==> src/rtl/wave_engine.sv <==
// wave_engine: owns the three falling walls of the dodge game.
// It tracks each wall's row and its occupancy bitfield with a random gap,
// detects player/wall collisions, and keeps the current and best score.
module wave_engine #(
    parameter int BOARD_HEIGHT = 20,
    parameter int BOARD_WIDTH  = 40,
    parameter int WAVE_SPACING = 6,
    parameter int GAP_WIDTH    = 4,
    parameter int TICK_DIV     = 50000000
) (
    input  logic                   clk,
    input  logic                   rst_n,
    input  logic                   start,
    input  logic [7:0]             player_x,
    input  logic [7:0]             player_y,
    output logic [7:0]             wave1_y,
    output logic [7:0]             wave2_y,
    output logic [7:0]             wave3_y,
    output logic [BOARD_WIDTH-1:0] wave1_bitfield,
    output logic [BOARD_WIDTH-1:0] wave2_bitfield,
    output logic [BOARD_WIDTH-1:0] wave3_bitfield,
    output logic [15:0]            score,
    output logic [15:0]            high_score,
    output logic                   game_over
);

    localparam int              CNT_W   = $clog2(TICK_DIV);
    localparam int              MAX_POS = BOARD_WIDTH - GAP_WIDTH;
    localparam logic [7:0]      Y1_INIT = 8'(BOARD_HEIGHT - 2);
    localparam logic [7:0]      Y2_INIT = 8'(BOARD_HEIGHT - 2 - WAVE_SPACING);
    localparam logic [7:0]      Y3_INIT = 8'(BOARD_HEIGHT - 2 - 2 * WAVE_SPACING);
    localparam logic [CNT_W-1:0] TICK_LAST = CNT_W'(TICK_DIV - 1);

    typedef enum logic [1:0] {IDLE, RUN, OVER} state_t;

    state_t                 state;
    logic [CNT_W-1:0]       tick_cnt;
    logic [15:0]            lfsr;

    logic                   lfsr_fb;
    logic                   tick;
    logic                   collide;
    logic [16:0]            score_sum;
    logic [15:0]            score_inc;
    logic [BOARD_WIDTH-1:0] gap1, gap2, gap3;

    // Wall with GAP_WIDTH clear columns; out-of-range slices fold back into 0..MAX_POS.
    function automatic logic [BOARD_WIDTH-1:0] gap_field(input logic [5:0] s);
        logic [5:0]             p;
        logic [BOARD_WIDTH-1:0] f;
        p = (int'(s) <= MAX_POS) ? s : s - 6'(MAX_POS + 1);
        f = '1;
        for (int i = 0; i < GAP_WIDTH; i++) begin
            f[p + 6'(i)] = 1'b0;
        end
        return f;
    endfunction

    // A wall hits the player when on the same row and the column is solid or off-board.
    function automatic logic wall_hit(input logic [7:0] y, input logic [BOARD_WIDTH-1:0] f,
                                      input logic [7:0] px, input logic [7:0] py);
        return (y == py) && ((px >= 8'(BOARD_WIDTH)) || f[px[5:0]]);
    endfunction

    // Next-state helpers: LFSR feedback, tick strobe, collision, respawn scoring, fresh gaps.
    always_comb begin
        lfsr_fb   = lfsr[15] ^ lfsr[13] ^ lfsr[12] ^ lfsr[10];
        tick      = (tick_cnt == TICK_LAST);
        collide   = wall_hit(wave1_y, wave1_bitfield, player_x, player_y) |
                    wall_hit(wave2_y, wave2_bitfield, player_x, player_y) |
                    wall_hit(wave3_y, wave3_bitfield, player_x, player_y);
        score_sum = {1'b0, score} + {16'd0, wave1_y == 8'd1}
                                  + {16'd0, wave2_y == 8'd1}
                                  + {16'd0, wave3_y == 8'd1};
        score_inc = score_sum[16] ? 16'hFFFF : score_sum[15:0];
        gap1      = gap_field(lfsr[5:0]);
        gap2      = gap_field(lfsr[11:6]);
        gap3      = gap_field(lfsr[15:10]);
    end

    // Game FSM with all outputs registered; the LFSR free-runs in every state.
    always_ff @(posedge clk) begin
        // NOTE: every register here uses <= so all updates see the pre-edge values.
        if (!rst_n) begin
            state          <= IDLE;
            tick_cnt       <= '0;
            lfsr           <= 16'hACE1;
            wave1_y        <= Y1_INIT;
            wave2_y        <= Y2_INIT;
            wave3_y        <= Y3_INIT;
            wave1_bitfield <= '1;
            wave2_bitfield <= '1;
            wave3_bitfield <= '1;
            score          <= '0;
            high_score     <= '0;
            game_over      <= 1'b0;
        end else begin
            lfsr <= {lfsr[14:0], lfsr_fb};
            case (state)
                IDLE, OVER: begin
                    if (start) begin
                        state          <= RUN;
                        tick_cnt       <= '0;
                        wave1_y        <= Y1_INIT;
                        wave2_y        <= Y2_INIT;
                        wave3_y        <= Y3_INIT;
                        wave1_bitfield <= gap1;
                        wave2_bitfield <= gap2;
                        wave3_bitfield <= gap3;
                        score          <= '0;
                        game_over      <= 1'b0;
                    end
                end
                RUN: begin
                    if (collide) begin
                        // Walls and score freeze; a coincident tick is dropped.
                        state     <= OVER;
                        game_over <= 1'b1;
                        if (score > high_score) high_score <= score;
                    end else begin
                        tick_cnt <= tick ? '0 : tick_cnt + 1'b1;
                        if (tick) begin
                            score <= score_inc;
                            if (wave1_y == 8'd1) begin
                                wave1_y        <= Y1_INIT;
                                wave1_bitfield <= gap1;
                            end else begin
                                wave1_y <= wave1_y - 8'd1;
                            end
                            if (wave2_y == 8'd1) begin
                                wave2_y        <= Y1_INIT;
                                wave2_bitfield <= gap2;
                            end else begin
                                wave2_y <= wave2_y - 8'd1;
                            end
                            if (wave3_y == 8'd1) begin
                                wave3_y        <= Y1_INIT;
                                wave3_bitfield <= gap3;
                            end else begin
                                wave3_y <= wave3_y - 8'd1;
                            end
                        end
                    end
                end
                default: state <= IDLE;
            endcase
        end
    end

endmodule

==> config.mk <==
export PLATFORM = sky130hd
export DESIGN_NAME = wave_engine
export DESIGN_NICKNAME = d
export VERILOG_FILES = /design/src/rtl/wave_engine.sv
export SDC_FILE = /design/constraint.sdc
export NUM_CORES = 1
export LEC_CHECK = 0
export ABC_AREA = 1
export CAP_MARGIN = 15
export CORE_MARGIN = 1.5
export CORE_UTILIZATION = 39
export CTS_CLUSTER_DIAMETER = 150
export DETAILED_ROUTE_END_ITERATION = 8
export PLACE_DENSITY = 0.63
export SYNTH_ARGS = -nofsm -noshare
export SYNTH_HDL_FRONTEND = slang
export SYNTH_SLANG_ARGS = --single-unit
export TNS_END_PERCENT = 1
==> constraint.sdc <==
create_clock -name clk -period 3.6 [get_ports clk]
set_input_delay 0.36 -clock clk [delete_from_list [all_inputs] [get_ports clk]]
set_output_delay 0.36 -clock clk [all_outputs]
set_load 0.01 [all_outputs]
# After elaboration in Yosys (flattened, before gate mapping)
# Cells that the tools add are included.
# word_totals
reg_bits,221
latchBits,0
ramBits,0
romBits,0
input_bits,19
memories,0
# op_classes
add_sub_neg,19
mul,0
div_mod_pow,0
magnitude_cmp,30
eq_ne,16
shift,0
mux,78
bitwise_logic,26
reduce_logical,29
# op_table
cell,n
2-to-1 mux 40 bit,12
inverter 40 bit,12
bitwise AND 40 bit,9
case mux 40 bit (2 select lines),3
2-to-1 mux 8 bit,12
"less-than comparator 6 x 7 -> 1 bit, second input constant",13
2-to-1 mux 26 bit,3
demux 1 bit (select 6 bit),12
">= comparator 6 x 1 -> 1 bit, second input constant",12
2-to-1 mux 16 bit,4
case mux 26 bit (2 select lines),1
case mux 8 bit (2 select lines),3
"adder 6 x 2 -> 6 bit, second input constant",6
adder 17 x 1 -> 17 bit,2
case mux 16 bit (2 select lines),1
"adder 26 x 1 -> 26 bit, second input constant",1
"== test 26 bit, second input constant",1
"== test 8 x 1 -> 1 bit, second input constant",3
== test 8 bit,3
"subtractor 8 x 1 -> 8 bit, second input constant",3
"adder 6 x 1 -> 6 bit, second input constant",3
binary-select mux 1 bit (select 6 bit),3
"<= comparator 6 bit, second input constant",3
2-to-1 mux 6 bit,3
22 further kinds,70

# Logic depth before layout (Yosys ltp)
# logic_depth
depth_word,15
depth_mapped,23

# Worst setup path before layout
# OpenSTA, ideal clock, no wires.
# synth_path
path_kind,reg2reg
start,register wave3_y[2]
end,register score[14]
setup_time_ns,0.067
arrival_ns,3.200
t_required_ns,3.533
setup_slack_ns,0.333
stages_incl_launch_ff,21
n_path_buf,1
period_less_slack_ns,3.267
cell_sequence,dfxtp_1 -> clkbuf_1 -> nor2_1 -> nand2_1 -> inv_1 -> nand4_1 -> fa_1 -> inv_1 -> ha_1 -> fa_1 -> nand2_1 -> nor3_1 -> nand3_1 -> inv_1 -> nand4_1 -> or2_2 -> nor2_1 -> a21oi_1 -> a31oi_1 -> nand2_1 -> o21ai_2
# synth_between
elab_chain_len,6
# synth_rtl
element,line_no,rtl
from (decl),18,"output logic [7:0] wave3_y,"
from (signal assigned),140,wave3_y <= wave3_y - 8'd1;
== test 8 x 1 -> 1 bit,74,"+ {16'd0, wave3_y == 8'd1};"
adder 17 x 1 -> 17 bit,74,
2-to-1 mux 16 bit,75,score_inc = score_sum[16] ? 16'hFFFF : score_sum[15:0];
2-to-1 mux 16 bit,122,if (tick) begin
2-to-1 mux 16 bit,115,if (collide) begin
case mux 16 bit (2 select lines),99,case (state)
to (signal assigned),123,score <= score_inc;
to (decl),22,"output logic [15:0] score,"
# Several ways; a longest one is shown, not always the timed one. The select of a mux whose other input is x is not followed.
# A chain may end at the register's enable or synchronous reset.

# Final worst setup path
# layout_path
start,register wave1_y[3]
end,register score[14]
# layout_between
elab_chain_len,8
# layout_rtl
element,line_no,rtl
from (decl),16,"output logic [7:0] wave1_y,"
from (signal assigned),128,wave1_y <= wave1_y - 8'd1;
== test 8 x 1 -> 1 bit,72,"score_sum = {1'b0, score} + {16'd0, wave1_y == 8'd1}"
adder 16 x 1 -> 17 bit,72,
adder 17 x 1 -> 17 bit,73,"+ {16'd0, wave2_y == 8'd1}"
adder 17 x 1 -> 17 bit,74,
2-to-1 mux 16 bit,75,
2-to-1 mux 16 bit,122,
2-to-1 mux 16 bit,115,
case mux 16 bit (2 select lines),99,
# Several ways; a longest one is shown, not always the timed one. The select of a mux whose other input is x is not followed.

==> flow_summary.toml <==
[run_status]
status = "finished, final reports clean"

[yosys]
synth-async-reset-ratio_pct = 0
synth_cells = 2756
yosysMostFrequentCell = "nand2_1"
netlist_top_cells_area = "dfxtp_1, nand2_1, nor2_1"
synth_top_area_share_pct = 27.66
ys_seq_elements = 221
synth_nets = 2813
synth_edf_count = 0
synth_top_cell_by_area = "dfxtp_1"
synthFlopType = "dfxtp_1"
ys_warn_count = 0
synth_area_um2 = 16000
synth.distinct_cells = 48
yosys-top-cells-count = "nand2_1, nor2_1, nand3_1"
avgSynthCellArea_um2 = 5.804
seq_area_frac_synth_pct = 27.66

[route]
drtPass1Iterations = 8
wl_mm = 62.90
routedWlPerCell_um = 17.96
drtIter0Drc = 1591
num_vias = 18850
ant_nets = 0
via_per_inst = 5.383
drc = 0

[global_route]
antenna_found_initial = 1
grt_util_all_layers_pct = 29.12
gr-total-overflow = 0
grt_max_degree = 67
grt_pass1_wl_mm = 97.11
first_global_vias = 17290

[job]
cap_violations = 0

[critical_path]
start_kind = "register"
path_common_cell = "inv_1"
critPathArrivalTime_ps = 3750
crit_path_max_fanout = 4
endpoint_kind = "register"
critical-path-top-delay-family = "simple AND/OR/NAND/NOR gates"
required_ps = 4130
critPathSlowestCell = "fa_1"
path_cells = "nor2_2, nand2_1, inv_1, nand4_1, fa_1, inv_1, ha_1, fa_1, nand2_2, nor3_4, nand3_1, inv_1, nand4_1, or2_2, nor2_2, a21oi_1, a31oi_1, nand2_1, o21ai_2"
cp_slowest_stage_delay_ps = 490
crit_type = "reg2reg"
path_buf_inv = 3

[clock_network]
cts_max_path_buffers = 3
cts_setup_buffers = 0
h-tree-depth = 1
cts_tree = "yes"
clk_latency_ps = 590
cts-root-buf = "clkbuf_16"
cts.sinks = 221
clkSlewWorstSetupHoldPaths_ps = 60
numCtsBuffers = 28

[power]
p_leak_uw = 0.008985
power_density_nw_per_um2 = 435.8
ir_worst_vdd_mv = 0.3784

[placement]
place.gp.congestion = 0.9964
portBuffers = 195
post-place-ws_ps = 135.8
dp_hpwl_mm = 47.11

[timing]
fmax_mhz = 310.6
fin_ws_ps = 380.6
slew_headroom_pct = 39.89
finClkSkew_ps = 45.16
setup_viol_count_final = 0
fin_tns_setup_ps = 0
final_hold_viol_count = 0
grt_setup_unrepaired = "false"
min_period_ps = 3219
maxSlewViolCount = 0
fin_crit_sh_pct = 89.43
worstMarginPinSlew_ps = 898.3

[min_path]
hp-class = "in2reg"

[finish]
fill_cells = 4286
drive_above_1_share_pct = 6.364
area_delta_synth_final_pct = 23.28
nNetsFinal = 3006
antenna_cells = 0

[die]
design.portCount = 196
fp.dieH_um = 205.5
rows = 74
die_area_um2 = 42240
core_area_um2 = 40650
die_x_um = 205.5
start_util_pct = 39.35
[path summary, 6_finish.rpt]
kind / from / end / depth (start not counted) / slack [ps]
worst max-delay path: wave1_y[3]$_SDFFE_PN0P_ / score[14]$_SDFFE_PN0P_ / 19 / 380
worst min-delay path: rst_n / wave2_y[3]$_SDFFE_PN1P_ / 2 / 220
worst max register to register: wave1_y[3]$_SDFFE_PN0P_ / score[14]$_SDFFE_PN0P_ / 19 / 380
worst min register to register: lfsr[7]$_SDFF_PN1_ / lfsr[8]$_SDFF_PN0_ / 2 / 430
[area by class of cell]
type                            count  area [um^2]  area share, %
Sequential cell                   221         4425          22.44
Multi-Input combinational cell   2181        10180          51.61
Tap cell                          532        665.6          3.376
Inverter                          249        934.6          4.740
Clock inverter                     16        175.2         0.8883
Timing Repair Buffer              268         2555          12.96
Clock buffer                       35        787.0          3.991
[cell families after synthesis]
kind of cell	share of synthesized area [%]
AO/OA/AOI/OAI	8.456
XOR/XNOR	3.403
adder cells (fa/ha/maj)	3.066
buffers and inverters	8.902
flip-flops	27.66
AND/OR/NAND/NOR	48.51
[layer usage]
metal | global-route usage [%] | vias up | routed length (um)
met1 | 38.65 | 8655 | 27430
met4 | 10.58 | 2 | 2152
met2 | 47.26 | 801 | 27960
met3 | 4.894 | 121 | 5353
li1 | - | 9271 | -
met5 | 0 | - | 11
[power breakdown]
group          total [uW]  switching, uW  leakage, uW  internal, uW
Combinational        2760           1820      0.00669           946
Clock                2940           1180     0.000478          1760
Sequential           2890            241      0.00181          2650
Total                8590           3240      0.00899          5350
[flip-flops by register name (all words and copies together) (netlist names)]
register        flops
state               2
wave2_bitfield     40
wave2_y             8
wave3_y             8
wave3_bitfield     40
game_over           1
tick_cnt           26
wave1_bitfield     40
wave1_y             8
high_score         16
lfsr               16
score              16
[placed cells by master (no fill, tap or decap), drive strengths merged]
master / synthesis / routed
nor4: 7 / 7
clkinvlp: 0 / 2
a221oi: 1 / 1
nor2: 594 / 594
clkdlybuf4s50: 0 / 193
nand3b: 1 / 1
o22ai: 1 / 1
xor2: 37 / 37
nand3: 411 / 411
xnor2: 23 / 23
clkbuf: 47 / 35
bufinv: 0 / 3
o21ai: 165 / 165
clkinv: 7 / 18
a2bb2oi: 1 / 1
nand2: 716 / 716
a21oi: 44 / 44
nor3: 50 / 50
nor3b: 1 / 1
a31oi: 5 / 5
ha: 36 / 36
o21bai: 5 / 5
buf: 58 / 75
or2: 8 / 8
dfxtp: 221 / 221
nand4: 50 / 50
fa: 2 / 2
a21boi: 2 / 2
and3: 1 / 1
a22oi: 9 / 9
o211ai: 7 / 7
a211oi: 3 / 3
o21a: 1 / 1
inv: 242 / 242
[through the flow]
stage	util (%)	instances	total power (uW)	hold WS (ps)	cell area, um^2
floorplan	-	2756	4510	407.1	16000
global placement	46.09	3451	5635	416.0	18730
detailed placement	46.09	3451	5655	418.0	18730
CTS	48.46	3502	8616	208.3	19700
global route	48.51	3502	9045	237.9	19720
finish	48.51	3502	8593	224.0	19720
[what timing repair did]
| action | 4_1_cts | 5_1_grt |
|---|---|---|
| setup endpoints to repair | 0 | 27 |
| gates resized for setup | 0 | 7 |
| hold endpoints to repair | 0 | 0 |
| hold buffers | 0 | 0 |
No activity file was read; power rests on OpenSTA's default activity.
